<file path="config.mk">
export PLATFORM = sky130hd
export DESIGN_NAME = mmio_uart_tx
export DESIGN_NICKNAME = d
export VERILOG_FILES = /design/src/rtl/mmio_uart_tx.sv
export SDC_FILE = /design/constraint.sdc
export NUM_CORES = 1
export LEC_CHECK = 0
export BUFFER_PORTS_ARGS = -buffer_cell sky130_fd_sc_hd__clkbuf_2
export CAP_MARGIN = 40
export CORE_MARGIN = 1.5
export CORE_UTILIZATION = 31
export CTS_BUF_LIST = sky130_fd_sc_hd__clkbuf_2 sky130_fd_sc_hd__clkbuf_4 sky130_fd_sc_hd__clkbuf_8
export DETAILED_ROUTE_END_ITERATION = 8
export PLACE_DENSITY_LB_ADDON = 0.1
export SYNTH_ARGS = -nofsm -noshare
export SYNTH_HDL_FRONTEND = slang
export SYNTH_SLANG_ARGS = --single-unit
export TNS_END_PERCENT = 20
</file>
<file path="constraint.sdc">
create_clock -name clk -period 7.2 [get_ports clk]
set_input_delay 1.44 -clock clk [delete_from_list [all_inputs] [get_ports clk]]
set_output_delay 1.44 -clock clk [all_outputs]
set_load 0.02 [all_outputs]
</file>
<file path="src/rtl/mmio_uart_tx.sv">
// mmio_uart_tx: memory-mapped 8N1 UART transmitter on the mem_valid/mem_ready bus.
// Register window: TXDATA (+0x0, write pushes a byte), STATUS (+0x4, read-only),
// DIV (+0x8, clock cycles per bit). The bytes wait in a TX FIFO, and a
// serializer FSM shifts them out on tx.
//
// state  | meaning
// -------+---------------------------------------------------------
// IDLE   | line high, waiting for the FIFO to hold a byte
// START  | start bit (tx=0) for div cycles
// DATA   | 8 data bits, LSB first, div cycles each
// STOP   | stop bit (tx=1) for div cycles, then next frame or IDLE
module mmio_uart_tx #(
  parameter logic [31:0] BASE_ADDR     = 32'h1000_0000,
  parameter int          SYSTEM_CLK_HZ = 50_000_000,
  parameter int          BAUD          = 115200,
  parameter int          FIFO_DEPTH    = 16
) (
  input  logic        clk,
  input  logic        reset,
  input  logic        mem_valid,
  input  logic [31:0] mem_addr,
  input  logic [3:0]  mem_wstrb,
  input  logic [31:0] mem_wdata,
  output logic        mem_ready,
  output logic [31:0] mem_rdata,
  output logic        tx,
  output logic        irq
);

  localparam int              AW      = $clog2(FIFO_DEPTH);
  localparam int              CW      = AW + 1;
  localparam logic [15:0]     DIV_RST = 16'(SYSTEM_CLK_HZ / BAUD);
  localparam logic [CW-1:0]   DEPTH_C = CW'(FIFO_DEPTH);

  typedef enum logic [1:0] {S_IDLE, S_START, S_DATA, S_STOP} state_t;

  state_t        state_q;
  logic          ready_q, ready_d;
  logic [15:0]   div_q, div_lat_q, cnt_q, div_eff;
  logic [7:0]    shift_q;
  logic [2:0]    bit_q;
  logic          tx_q, irq_q;

  logic [7:0]    fifo_mem [FIFO_DEPTH];
  logic [AW-1:0] wr_ptr_q, rd_ptr_q;
  logic [CW-1:0] count_q;

  logic          sel, is_txdata, is_status, is_div;
  logic          fifo_full, fifo_empty, stall, push, pop, busy;
  logic [31:0]   rd_word;
  logic          unused_bits;

  assign is_txdata = (mem_addr[3:2] == 2'b00);
  assign is_status = (mem_addr[3:2] == 2'b01);
  assign is_div    = (mem_addr[3:2] == 2'b10);
  assign sel       = mem_valid && (mem_addr[31:4] == BASE_ADDR[31:4]) && (mem_addr[3:2] != 2'b11);

  assign fifo_full  = (count_q == DEPTH_C);
  assign fifo_empty = (count_q == '0);
  assign busy       = (state_q != S_IDLE);
  assign div_eff    = (div_q == 16'd0) ? 16'd1 : div_q;

  // A TXDATA write into a full FIFO is held off until the serializer frees a slot.
  assign stall   = sel && is_txdata && mem_wstrb[0] && fifo_full;
  assign ready_d = sel && !ready_q && !stall;
  assign push    = ready_q && sel && is_txdata && mem_wstrb[0];
  assign pop     = !fifo_empty && ((state_q == S_IDLE) || (state_q == S_STOP && cnt_q == 16'd0));

  assign mem_ready = ready_q;
  assign tx        = tx_q;
  assign irq       = irq_q;

  assign unused_bits = ^{mem_addr[1:0], mem_wstrb[3:2], mem_wdata[31:16], is_status};

  // Read mux; data is only driven during the ready cycle.
  always_comb begin
    rd_word = 32'h0;
    case (mem_addr[3:2])
      2'b01:   rd_word = {16'h0, 8'(count_q), 5'h0, busy, fifo_empty, fifo_full};
      2'b10:   rd_word = {16'h0, div_q};
      default: rd_word = 32'h0;
    endcase
    mem_rdata = ready_q ? rd_word : 32'h0;
  end

  // Bus handshake and the DIV register (byte-strobed).
  always_ff @(posedge clk or posedge reset) begin
    if (reset) begin
      ready_q <= 1'b0;
      div_q   <= DIV_RST;
    end else begin
      ready_q <= ready_d;
      if (ready_q && sel && is_div) begin
        if (mem_wstrb[0]) div_q[7:0]  <= mem_wdata[7:0];
        if (mem_wstrb[1]) div_q[15:8] <= mem_wdata[15:8];
      end
    end
  end

  // FIFO storage; contents need no reset because count governs validity.
  always_ff @(posedge clk) begin
    if (push) fifo_mem[wr_ptr_q] <= mem_wdata[7:0];
  end

  // FIFO pointers and occupancy; push and pop together leave count unchanged.
  always_ff @(posedge clk or posedge reset) begin
    if (reset) begin
      wr_ptr_q <= '0;
      rd_ptr_q <= '0;
      count_q  <= '0;
    end else begin
      if (push) wr_ptr_q <= wr_ptr_q + AW'(1);
      if (pop)  rd_ptr_q <= rd_ptr_q + AW'(1);
      case ({push, pop})
        2'b10:   count_q <= count_q + CW'(1);
        2'b01:   count_q <= count_q - CW'(1);
        default: count_q <= count_q;
      endcase
    end
  end

  // Serializer FSM with registered tx and irq; divider latched per frame.
  always_ff @(posedge clk or posedge reset) begin
    if (reset) begin
      state_q   <= S_IDLE;
      cnt_q     <= 16'd0;
      div_lat_q <= DIV_RST;
      shift_q   <= 8'h00;
      bit_q     <= 3'd0;
      tx_q      <= 1'b1;
      irq_q     <= 1'b1;
    end else begin
      irq_q <= fifo_empty && (state_q == S_IDLE);
      case (state_q)
        S_IDLE: begin
          tx_q <= 1'b1;
          if (pop) begin
            shift_q   <= fifo_mem[rd_ptr_q];
            div_lat_q <= div_eff;
            cnt_q     <= div_eff - 16'd1;
            tx_q      <= 1'b0;
            state_q   <= S_START;
          end
        end
        S_START: begin
          if (cnt_q == 16'd0) begin
            cnt_q   <= div_lat_q - 16'd1;
            bit_q   <= 3'd0;
            tx_q    <= shift_q[0];
            state_q <= S_DATA;
          end else begin
            cnt_q <= cnt_q - 16'd1;
          end
        end
        S_DATA: begin
          if (cnt_q == 16'd0) begin
            cnt_q <= div_lat_q - 16'd1;
            if (bit_q == 3'd7) begin
              tx_q    <= 1'b1;
              state_q <= S_STOP;
            end else begin
              bit_q   <= bit_q + 3'd1;
              shift_q <= {1'b0, shift_q[7:1]};
              tx_q    <= shift_q[1];
            end
          end else begin
            cnt_q <= cnt_q - 16'd1;
          end
        end
        S_STOP: begin
          if (cnt_q == 16'd0) begin
            if (pop) begin
              shift_q   <= fifo_mem[rd_ptr_q];
              div_lat_q <= div_eff;
              cnt_q     <= div_eff - 16'd1;
              tx_q      <= 1'b0;
              state_q   <= S_START;
            end else begin
              tx_q    <= 1'b1;
              state_q <= S_IDLE;
            end
          end else begin
            cnt_q <= cnt_q - 16'd1;
          end
        end
        default: begin
          tx_q    <= 1'b1;
          state_q <= S_IDLE;
        end
      endcase
    end
  end

endmodule

</file>
Word-level counts from Yosys, hierarchy flattened

Memory sizes are Yosys's and may differ from the RTL's.
Index checks and enable logic that the tools add are counted.

Output and inout bits: 35
Register bits: 77
Word-level logic and storage cells: 110
Input port bits: 71
Memories kept: 1
RAM bits: 128

Equality and inequality tests: 17
Reduce and logical (&&, ||, !) cells: 36
Multiplexer cells: 35
$add $sub $neg: 8

Memories:

| memory   | words | bits a word | rd ports | clocked after memory_dff | write ports | RTL line | RTL |
|---|---|---|---|---|---|---|---|
| fifo_mem | 16    | 8           | 1        | 0                        | 1           | 44       | `logic [7:0] fifo_mem [FIFO_DEPTH];` |

Operator list:

| operator                                            | number |
|---|---|
| 2-to-1 mux 16 bit                                   | 6 |
| case mux 16 bit (2 select lines)                    | 2 |
| case mux 16 bit (3 select lines)                    | 1 |
| subtractor 16 x 1 -> 16 bit (second input constant) | 3 |
| zero test 16 bit                                    | 2 |
| 2-to-1 mux 32 bit                                   | 1 |
| 2-to-1 mux 8 bit                                    | 4 |
| == test 28 x 25 -> 1 bit (second input constant)    | 1 |
| case mux 8 bit (3 select lines)                     | 1 |
| logical AND 1 bit                                   | 14 |
| != test 2 bit (second input constant)               | 6 |
| 2-to-1 mux 2 bit                                    | 5 |
| case mux 5 bit (2 select lines)                     | 1 |
| 2-to-1 mux 3 bit                                    | 3 |
| adder 4 x 1 -> 4 bit (second input constant)        | 2 |
| == test 2 bit (second input constant)               | 4 |
| 2-to-1 mux 1 bit                                    | 8 |
| case mux 2 bit (4 select lines)                     | 1 |
| AND reduction 4 bit                                 | 2 |
| nonzero test 2 bit                                  | 4 |
| == test 2 x 1 -> 1 bit (second input constant)      | 3 |
| case mux 3 bit (2 select lines)                     | 1 |
| AND reduction 2 bit                                 | 3 |
| adder 5 x 1 -> 5 bit (second input constant)        | 1 |
| 14 further kinds                                    | 17 |

Logic depth before layout (Yosys ltp)

Gate-level depths: netlist (run 1).

Depth in word-level cells: 8
Gate-level depth with buffers: 16
Gate-level depth less buffers: 15

Worst setup path before layout (run 1)

OpenSTA, ideal clock, no wires.

Path kind: input port to output port
From: input port mem_addr[2]
To: output port mem_rdata[2]
Arrival time: 2521 ps
Path slack: 3239 ps
Cell stages on the path: 6
Cells stage by stage: inv_1 ha_1 clkbuf_1 clkbuf_1 nand2_1 a21oi_1

Word-level cells in the longest chain between the ends: 3
Elaborated cells between the ends (all ways): 4
Those cells by class: eq/ne (2); mux (2)

RTL lines:

| what                                                           | RTL line | RTL |
|---|---|---|
| from (decl)                                                    | 21       | `input logic [31:0] mem_addr,` |
| == test 2 bit / == test 2 x 1 -> 1 bit (equally long branches) | 78       | `case (mem_addr[3:2])` |
| case mux 16 bit (2 select lines) *                             | 78       |  |
| 2-to-1 mux 32 bit *                                            | 83       | `mem_rdata = ready_q ? rd_word : 32'h0;` |
| to (decl)                                                      | 25       | `output logic [31:0] mem_rdata,` |

Mark *: on every way between the ends. The rest lies on a longest branch, timed or not.

Worst setup path in the final report (run 1)

From: input port mem_addr[2]
To: output port mem_rdata[1]

Same word-level chain as after synthesis.

==> results of run 1 <==
critical path, delay by kind of cell:
| kind | cells | cell delay (ns) |
|---|---|---|
| AO/OA/AOI/OAI | 1 | 0.17 |
| buffers and inverters | 3 | 0.38 |
| adder cells (fa/ha/maj) | 1 | 0.48 |
| AND/OR/NAND/NOR | 1 | 0.15 |
cell type report:
type / count / area share, %
clock buffer: 58 / 5.84
tap: 442 / 4.71
inverter: 29 / 0.938
multi-input combinational: 487 / 34.3
timing repair buffer: 86 / 4.24
clock inverter: 10 / 0.640
sequential: 205 / 49.3
Yosys cell counts, drive strengths merged (3+ instances only):
master | count | area [um^2]
nand3 | 13 | 65.1
o31ai | 3 | 22.5
o221ai | 5 | 43.8
buf | 33 | 233
and2 | 10 | 62.6
ha | 25 | 313
a222oi | 3 | 30.0
or4 | 6 | 52.6
a22oi | 6 | 45.0
clkbuf | 20 | 75.1
nand2 | 48 | 180
a221o | 4 | 40.0
and3 | 10 | 62.6
nand4 | 10 | 62.6
edfxtp | 128 | 3840
inv | 29 | 109
mux2i | 10 | 113
nor3 | 16 | 96.4
xor2 | 21 | 184
o21ai | 19 | 95.1
a31oi | 6 | 37.5
xnor2 | 25 | 219
mux4 | 33 | 743
nor3b | 6 | 45.0
a22o | 4 | 35.0
nor2b | 5 | 31.3
o22ai | 4 | 25.0
nor4 | 16 | 151
dfrtp | 65 | 1630
dfstp | 12 | 315
nor2 | 57 | 229
a21oi | 24 | 120
mux2 | 45 | 533
o211ai | 4 | 30.0
logic make-up (layout without fill, tap and decap cells):
kind of cell,count (synthesis),count (layout),share of synthesized area (%)
buf+inv,82,183,4.10
fa+ha+maj,26,26,3.27
other cells,1,16,0.0369
mux,88,88,13.7
compound gates,103,103,7.00
simple gates,208,208,11.1
flops,205,205,56.9
xor+xnor,46,46,3.96
power by group:
| group | total, mW | internal [mW] | switching (mW) |
|---|---|---|---|
| Combinational | 0.0488 | 0.0134 | 0.0354 |
| Clock | 1.11 | 0.614 | 0.495 |
| Sequential | 1.25 | 1.25 | 0.0000000000782 |
worst paths after layout:
check | end | start | slack [ns] | cells past startpoint
max | mem_rdata[1] | mem_addr[2] | 3.12 | 6
min | tx | tx | 0.48 | 2
max reg2reg | count_q[4] | count_q[0] | 3.17 | 13
min reg2reg | tx | tx | 0.48 | 2
max in group asynchronous | irq | reset | 5.50 | 4
min in group asynchronous | wr_ptr_q[1] | reset | 0.76 | 2
through the flow:
step	area [um^2]	util [%]	total power [mW]	worst slack (ns)	cells
after floorplan	10200	-	1.30	3.24	774
after global placement	10900	33.5	1.32	2.92	1238
after detailed placement	11000	33.8	1.33	2.84	1249
after CTS	11700	36.2	2.45	3.09	1317
after global routing	11700	36.2	2.51	2.86	1317
final	11700	36.2	2.41	3.12	1317
state kept, by name, indices dropped and copies added (netlist names):
signal     cells
irq            1
wr_ptr_q       4
mem_ready      1
bit_q          3
rd_ptr_q       4
div_lat_q     16
cnt_q         16
shift_q        8
div_q         16
tx             1
fifo_mem     128
count_q        5
state_q        2
per-layer routing:
layer / up-vias / GRT usage [%]
met1: 3294 / 21.4
li1: 3012 / -
met4: 0 / 4.79
met3: 42 / 2.69
met5: - / 0
met2: 155 / 24.5
==> reports/qor.yml, run 1 <==
outcome:
  status: "completed"
clock_network:
  insertion_delay_ns: 0.56
  path_clk_slew_ns: 0.05
  cts_buffer_depth: 3
  cts_tree: "built"
  cts-root-buf: "clkbuf_8"
  htreeDepth: 2
  ctsResizeCount: 0
  cts_setup_buffers: 0
  cts_hold_buf: 0
  clock-sinks: 205
  cts_made_buffers: 39
logic_synthesis:
  synth_seq_cells: 205
  avgSynthCellArea_um2: 13.4
  synth_area_mm2: 0.0102
  ys_types: 71
  synth_cells: 759
  synth_ff_type: "edfxtp_1"
  async_reset_ff_share_pct: 37.6
  yosysSeqAreaShare_pct: 56.9
  synth-edff-count: 128
  yosysWarnings: 0
floorplanning:
  start_util_pct: 31.3
  die_w_um: 184
  die_y_um: 184
  core_area_mm2: 0.0325
  dieArea_mm2: 0.0339
  rows: 66
  num_io_pins: 106
worst_hold_path:
  hold_path_class: "flip-flop to flip-flop"
timing:
  worstMarginPinSlew_ns: 0.882
  finClkSkew_ns: 0.0314
  min_period_ns: 4.08
  hold_ws_ns: 0.484
  fmax_mhz: 245
  slew_violations: 0
  rsz0062_at_grt: "false"
  slew-limit-headroom_pct: 41.2
  finalSetupTns_ns: 0
  timing.final.crit_share_pct: 56.7
  setup_viol: 0
  hold_violations: 0
placed_design:
  place_hpwl_mm: 17.3
  portBuffers: 69
  place.gp.congestion: 0.803
worst_setup_path:
  critPathLaunchType: "input pin"
  end_kind: "output pin"
  worstPathArrival_ns: 2.64
  crit_path_cell_trace: "clkbuf_2, inv_1, ha_1, a22oi_1, nor2_1, clkbuf_2"
  slowest_delay_ns: 0.48
  critPathMaxFanout: 17
  critPathKind: "input pin to output pin"
  critPathSlowestCell: "ha_1"
  crit_path_frequent_cell: "clkbuf_2"
  cp_data_required_time_ns: 5.76
detailed_routing:
  route.final.wire_length_mm: 25.3
  met2_length_mm: 11.8
  post_drt_wl_per_cell_um: 19.2
  drt_iter0_drc: 457
  wl_met1_mm: 11.9
  vias: 6503
  drc_errors: 0
  final_antenna_net_count: 0
  firstDrtPassIters: 5
  via_per_inst: 4.94
  wl_met3_mm: 1.02
  top_layer: "met4"
finish:
  multiInputGateArea_mm2: 0.00403
  seqCellArea_mm2: 0.00579
  layout-drive-gt1-share_pct: 29.3
  layout_common_cells: "128 x edfxtp_1, 69 x clkbuf_2, 64 x dfrtp_1, 55 x nor2_1, 48 x nand2_1"
  area_growth_pct: 15.4
  num-fill-cells: 3211
  diodes: 0
  layout_commonest_cell: "edfxtp_1"
  fin_nets: 945
global_route:
  grt_max_degree: 53
  grt_pass1_wl_mm: 39.7
  grt_overflow: 0
  gr-usage-all-layers_pct: 15.4
  antenna_found_initial: 0
  grt_pass1_vias: 6804
power:
  vdd_drop_max_mv: 0.114
  power.density_mw_per_mm2: 206
  leakagePower_nw: 4.58
job:
  maxCapViolations: 0
Note: power is estimated with default switching activity, not from simulation.
==> inputs of run 2 (changes only) <==
- clock period: 7.2 -> 4.1 ns (I/O delays scaled with it)
==> run 2 against run 1 <==
Cell count increased by 0.99%. Final area increased by 0.95%. Wire length increased by 1.4%. Core utilization increased by 0.34 points. Worst setup slack got worse by 2.4 ns. Count of clock-buffer cells in the layout increased by 3. Via count increased by 0.46%. Sequential power increased by 76%. Critical endpoint is now count_q[4]. Largest power group unchanged. Highest routed layer unchanged.
==> reports/qor.yml, run 2 (same netlist as run 1, synthesis figures left out) <==
clock_network:
  ctsResizeCount: 0  # unchanged
  htreeDepth: 2  # unchanged
  cts_hold_buf: 0  # unchanged
  cts_buffer_depth: 3  # unchanged
  path_clk_slew_ns: 0.06  # was 0.05 ns
  insertion_delay_ns: 0.53  # was 0.56 ns
  cts-root-buf: "clkbuf_8"  # unchanged
  cts_tree: "built"  # unchanged
  cts_setup_buffers: 0  # unchanged
  cts_made_buffers: 39  # unchanged
  clock-sinks: 205  # unchanged
power:
  leakagePower_nw: 4.65  # was 4.58 nW
  vdd_drop_max_mv: 0.171  # was 0.114 mV
  power_mw: 4.37  # was 2.41 mW
  power.density_mw_per_mm2: 369  # was 206 mW/mm^2
timing:
  setup_viol: 0  # unchanged
  hold_ws_ns: 0.183  # was 0.484 ns
  hold_violations: 0  # unchanged
  slew-limit-headroom_pct: 40.3  # was 41.2%
  min_period_ns: 3.34
  finClkSkew_ns: 0.0165  # was 0.0314 ns
  finalSetupTns_ns: 0  # unchanged
  slew_violations: 0  # unchanged
  worst_slack_ns: 0.756  # was 3.12 ns
  rsz0062_at_grt: "false"  # unchanged
  worstMarginPinSlew_ns: 0.895  # was 0.882 ns
  fmax_mhz: 299
  timing.final.crit_share_pct: 81.6
floorplanning:
  dieArea_mm2: 0.0339  # unchanged
  start_util_pct: 31.3  # unchanged
  rows: 66  # unchanged
  core_area_mm2: 0.0325  # unchanged
  die_w_um: 184  # unchanged
  die_y_um: 184  # unchanged
  num_io_pins: 106  # unchanged
global_route:
  grt_pass1_vias: 6746  # was 6,804
  gr-usage-all-layers_pct: 15.4  # about the same
  grt_pass1_wl_mm: 39.7  # about the same
  grt_overflow: 0  # unchanged
  grt_max_degree: 42  # was 53
  antenna_found_initial: 0  # unchanged
placed_design:
  postPlaceCellArea_mm2: 0.0110  # about the same
  place.gp.congestion: 0.825  # was 0.803
  dp.cells: 1258  # was 1,249
  place_hpwl_mm: 17.8  # was 17.3 mm
  portBuffers: 69  # unchanged
  detailedPlace.worstSlack_ns: 0.697  # was 2.84 ns
worst_setup_path:
  worstPathArrival_ns: 3.74  # was 2.64 ns
  rr_worst_depth: 15  # was 13
  reg2reg_from: "cnt_q[0]"  # was count_q[0]
  end_kind: "flip-flop"  # was output pin
  critPathMaxFanout: 6  # was 17
  critPathKind: "flip-flop to flip-flop"  # was input pin to output pin
  r2r_slack_ns: 0.76  # was 3.17 ns
  cp_data_required_time_ns: 4.49  # was 5.76 ns
  critPathLaunchType: "flip-flop"  # was input pin
  r2r-end: "count_q[4]"  # unchanged
detailed_routing:
  final_antenna_net_count: 0  # unchanged
  drc_errors: 0  # unchanged
  post_drt_wl_per_cell_um: 19.3  # was 19.2 um
  route.final.wire_length_mm: 25.6  # was 25.3 mm
  vias: 6533  # was 6,503
  drt_iter0_drc: 394  # was 457
  firstDrtPassIters: 6  # was 5
  via_per_inst: 4.91  # was 4.94
finish:
  layout_common_cells: "128 x edfxtp_1, 69 x clkbuf_2, 64 x dfrtp_1, 55 x nor2_1, 48 x nand2_1"  # unchanged
  fin_util_pct: 36.5  # was 36.2%
  design_area_mm2: 0.0118  # was 0.0117 mm^2
  largest_reg_flops: 128  # unchanged
  fin_cells: 1330  # was 1,317
  num-fill-cells: 3160  # was 3,211
  seqCellArea_mm2: 0.00579  # unchanged
  area_growth_pct: 16.5  # was 15.4%
  fin_nets: 954  # was 945
  largest_register: "fifo_mem"  # unchanged
  diodes: 0  # unchanged
  layout-drive-gt1-share_pct: 30.2  # was 29.3%
  multiInputGateArea_mm2: 0.00403  # unchanged
  layout_commonest_cell: "edfxtp_1"  # unchanged
job:
  maxCapViolations: 0  # unchanged
worst_hold_path:
  hold_path_class: "input pin to async pin"  # was flip-flop to flip-flop
outcome:
  status: "completed"  # unchanged
==> run 2: layout make-up <==
type	instances	area share, %
tap	442	4.67
sequential	205	48.8
timing repair buffer	95	4.66
inverter	29	0.929
clock inverter	11	0.665
clock buffer	61	6.24
multi-input combinational	487	34.0
==> run 2: worst max path at each step <==
stage | startpoint | endpoint
after global routing | cnt_q[0] | count_q[4]
final | cnt_q[0] | count_q[4]
after detailed placement | mem_addr[2] | count_q[4]
after global placement | mem_addr[2] | count_q[4]
after CTS | cnt_q[0] | count_q[4]
after floorplan | mem_addr[2] | count_q[4]
==> run 2: critical path, stage by stage (launching register included) <==
cell and delay [ns]:
dfrtp_1 0.44, inv_1 0.11, ha_1 0.14, nor4b_2 0.34, nand4_1 0.34, o21a_1 0.31, inv_2 0.10, ha_1 0.23
inv_1 0.10, fa_1 0.41, inv_1 0.08, a21o_1 0.12, a21oi_1 0.09, xnor2_1 0.18, nor2_1 0.07, xor2_1 0.14
==> run 2: routing by layer <==
layer  track usage (%)  vias to the layer above  share of wire [%]
met3              2.81                       38                4.1
met2              24.6                      152                 47
met5                 0                        -                  0
met4              4.49                        0                1.7
met1              21.5                     3305                 48
li1                  -                     3038                  -
==> run 2: power breakdown <==
group / internal, mW / leakage (nW) / switching, mW
logic: 0.0213 / 2.07 / 0.0628
registers: 2.20 / 2.14 / 0.000000000151
clock network: 1.21 / 0.433 / 0.871
==> inputs of run 3 (changes only) <==
- clock period: 4.1 -> 2.9 ns (I/O delays scaled with it)
==> run 3 against run 2 <==
Global-route usage rose by 0.16 points. Critical path depth decreased by 10. Count of clock-buffer cells in the layout decreased by 8. Via count grew 2.2%. Clock skew grew 0.013 ns. Wire length is 0.55% lower. Worst hold slack better by 0.083 ns. Non-clock buffer count is 51 higher. Register-to-register slack got worse by 0.56 ns. Critical path type is now flip-flop to output pin. Highest routed layer unchanged.
==> reports/qor.yml, run 3 (same netlist as run 1, synthesis figures left out) <==
timing:
  hold_violations: 0  # unchanged
  worstMarginPinSlew_ns: 0.837  # was 0.895 ns
  finalSetupTns_ns: 0  # unchanged
  hold_ws_ns: 0.266  # was 0.183 ns
  slew_violations: 0  # unchanged
  rsz0062_at_grt: "false"  # unchanged
  timing.final.crit_share_pct: 96.6
  min_period_ns: 2.80
  finClkSkew_ns: 0.0297  # was 0.0165 ns
  worst_slack_ns: 0.0976  # was 0.756 ns
  slew-limit-headroom_pct: 44.2  # was 40.3%
  fmax_mhz: 357
  setup_viol: 0  # unchanged
detailed_routing:
  via_per_inst: 4.84  # was 4.91
  vias: 6679  # was 6,533
  drc_errors: 0  # unchanged
  drt_iter0_drc: 354  # was 394
  final_antenna_net_count: 0  # unchanged
  firstDrtPassIters: 5  # was 6
  route.final.wire_length_mm: 25.5  # was 25.6 mm
  post_drt_wl_per_cell_um: 18.5  # was 19.3 um
floorplanning:
  die_w_um: 184  # unchanged
  start_util_pct: 31.3  # unchanged
  rows: 66  # unchanged
  core_area_mm2: 0.0325  # unchanged
  dieArea_mm2: 0.0339  # unchanged
  num_io_pins: 106  # unchanged
  die_y_um: 184  # unchanged
finish:
  fin_nets: 1006  # was 954
  layout-drive-gt1-share_pct: 33.9  # was 30.2%
  largest_register: "fifo_mem"  # unchanged
  fin_cells: 1379  # was 1,330
  layout_common_cells: "128 x edfxtp_1, 68 x clkbuf_2, 68 x buf_4, 64 x dfrtp_1, 55 x nor2_1"  # was 128 x edfxtp_1, 69 x clkbuf_2, 64 x dfrtp_1, 55 x nor2_1, 48 x nand2_1
  area_growth_pct: 20.8  # was 16.5%
  largest_reg_flops: 128  # unchanged
  diodes: 0  # unchanged
  layout_commonest_cell: "edfxtp_1"  # unchanged
global_route:
  grt_pass1_wl_mm: 40.2  # was 39.7 mm
  grt_max_degree: 39  # was 42
  antenna_found_initial: 0  # unchanged
  grt_pass1_vias: 7111  # was 6,746
  grt_overflow: 0  # unchanged
  gr-usage-all-layers_pct: 15.6  # was 15.4%
placed_design:
  place.gp.congestion: 0.818  # was 0.825
  detailedPlace.worstSlack_ns: -0.264  # was 0.697 ns
  portBuffers: 69  # unchanged
  place_hpwl_mm: 17.8  # about the same
  dp.cells: 1307  # was 1,258
clock_network:
  clock-sinks: 205  # unchanged
  cts_made_buffers: 40  # was 39
  htreeDepth: 2  # unchanged
  cts_tree: "built"  # unchanged
  insertion_delay_ns: 0.55  # was 0.53 ns
  cts-root-buf: "clkbuf_8"  # unchanged
  cts_buffer_depth: 3  # unchanged
  path_clk_slew_ns: 0.06  # about the same
power:
  vdd_drop_max_mv: 0.264  # was 0.171 mV
  power.density_mw_per_mm2: 486  # was 369 mW/mm^2
  leakagePower_nw: 4.92  # was 4.65 nW
worst_setup_path:
  cp_data_required_time_ns: 2.32  # was 4.49 ns
  critPathKind: "flip-flop to output pin"  # was flip-flop to flip-flop
  critPathMaxFanout: 3  # was 6
  critPathLaunchType: "flip-flop"  # unchanged
  end_kind: "output pin"  # was flip-flop
  worstPathArrival_ns: 2.22  # was 3.74 ns
outcome:
  status: "completed"  # unchanged
worst_hold_path:
  hold_path_class: "input pin to flip-flop"  # was input pin to async pin
job:
  maxCapViolations: 0  # unchanged
[run 3: changes by cell type in the layout (fill, tap and decap cells not counted), moves of 2 or more]
cell      change
clkbuf_8      -5
buf_12        +8
buf_4        +44
o21ai_0       -2
clkbuf_4      -3
o21ai_1       +2
clkinv_2      +4
clkinv_8      +2
[run 3: what timing repair did]
item	in CTS	in global routing
hold endpoints to repair	8	0
hold buffers	1	0
pin swaps	1	3
buffers inserted	1	0
resized for setup	1	7
endpoints found under the setup margin	2	3
[run 3: cell type report]
cell class	count	area, um^2
multi-input cells	487	4060
clock inverters	17	105
well taps	442	553
flip-flops and latches	205	5790
repair buffers	146	1030
inverters	29	110
clock buffers	53	648
fillers	3112	20200
[run 3: report_power, final]
| group | internal (mW) | switching, mW |
|---|---|---|
| Combinational | 0.0335 | 0.0887 |
| Clock | 1.47 | 1.26 |
| Sequential | 3.11 | 0.000000000202 |
[run 3: layer usage]
layer | global-route usage (%) | vias to the layer above | part of all wire, %
met1 | 21.2 | 3342 | 46
met4 | 4.56 | 0 | 2.0
li1 | - | 3132 | -
met3 | 2.87 | 45 | 4.1
met2 | 25.4 | 160 | 47
met5 | 0 | - | 0
[run 3: path summary, 6_finish.rpt]
path,depth (start not counted),slack [ns],from,end
max in group asynchronous,4,1.59,reset,rd_ptr_q[0]
min reg2reg,2,0.48,tx,tx
min in group asynchronous,3,0.47,reset,count_q[3]
max reg2reg,13,0.20,count_q[0],count_q[4]
max,5,0.1,count_q[0],mem_rdata[0]
min,2,0.27,mem_wdata[14],div_q[14]
[run 3: per-stage QoR]
step | util [%] | power (mW) | area, um^2
after floorplan | - | 3.23 | 10200
after global placement | 35.4 | 3.29 | 11500
after detailed placement | 35.4 | 3.29 | 11500
after CTS | 37.8 | 6.07 | 12300
after global routing | 37.9 | 6.22 | 12300
final | 37.9 | 5.97 | 12300
[run 3: critical path, cell delays in order, from the launching register on]
cell and delay (ns):
dfrtp_1 0.38, or4_4 0.59, buf_4 0.18, o21ai_0 0.14
nor2b_1 0.19, clkbuf_2 0.19
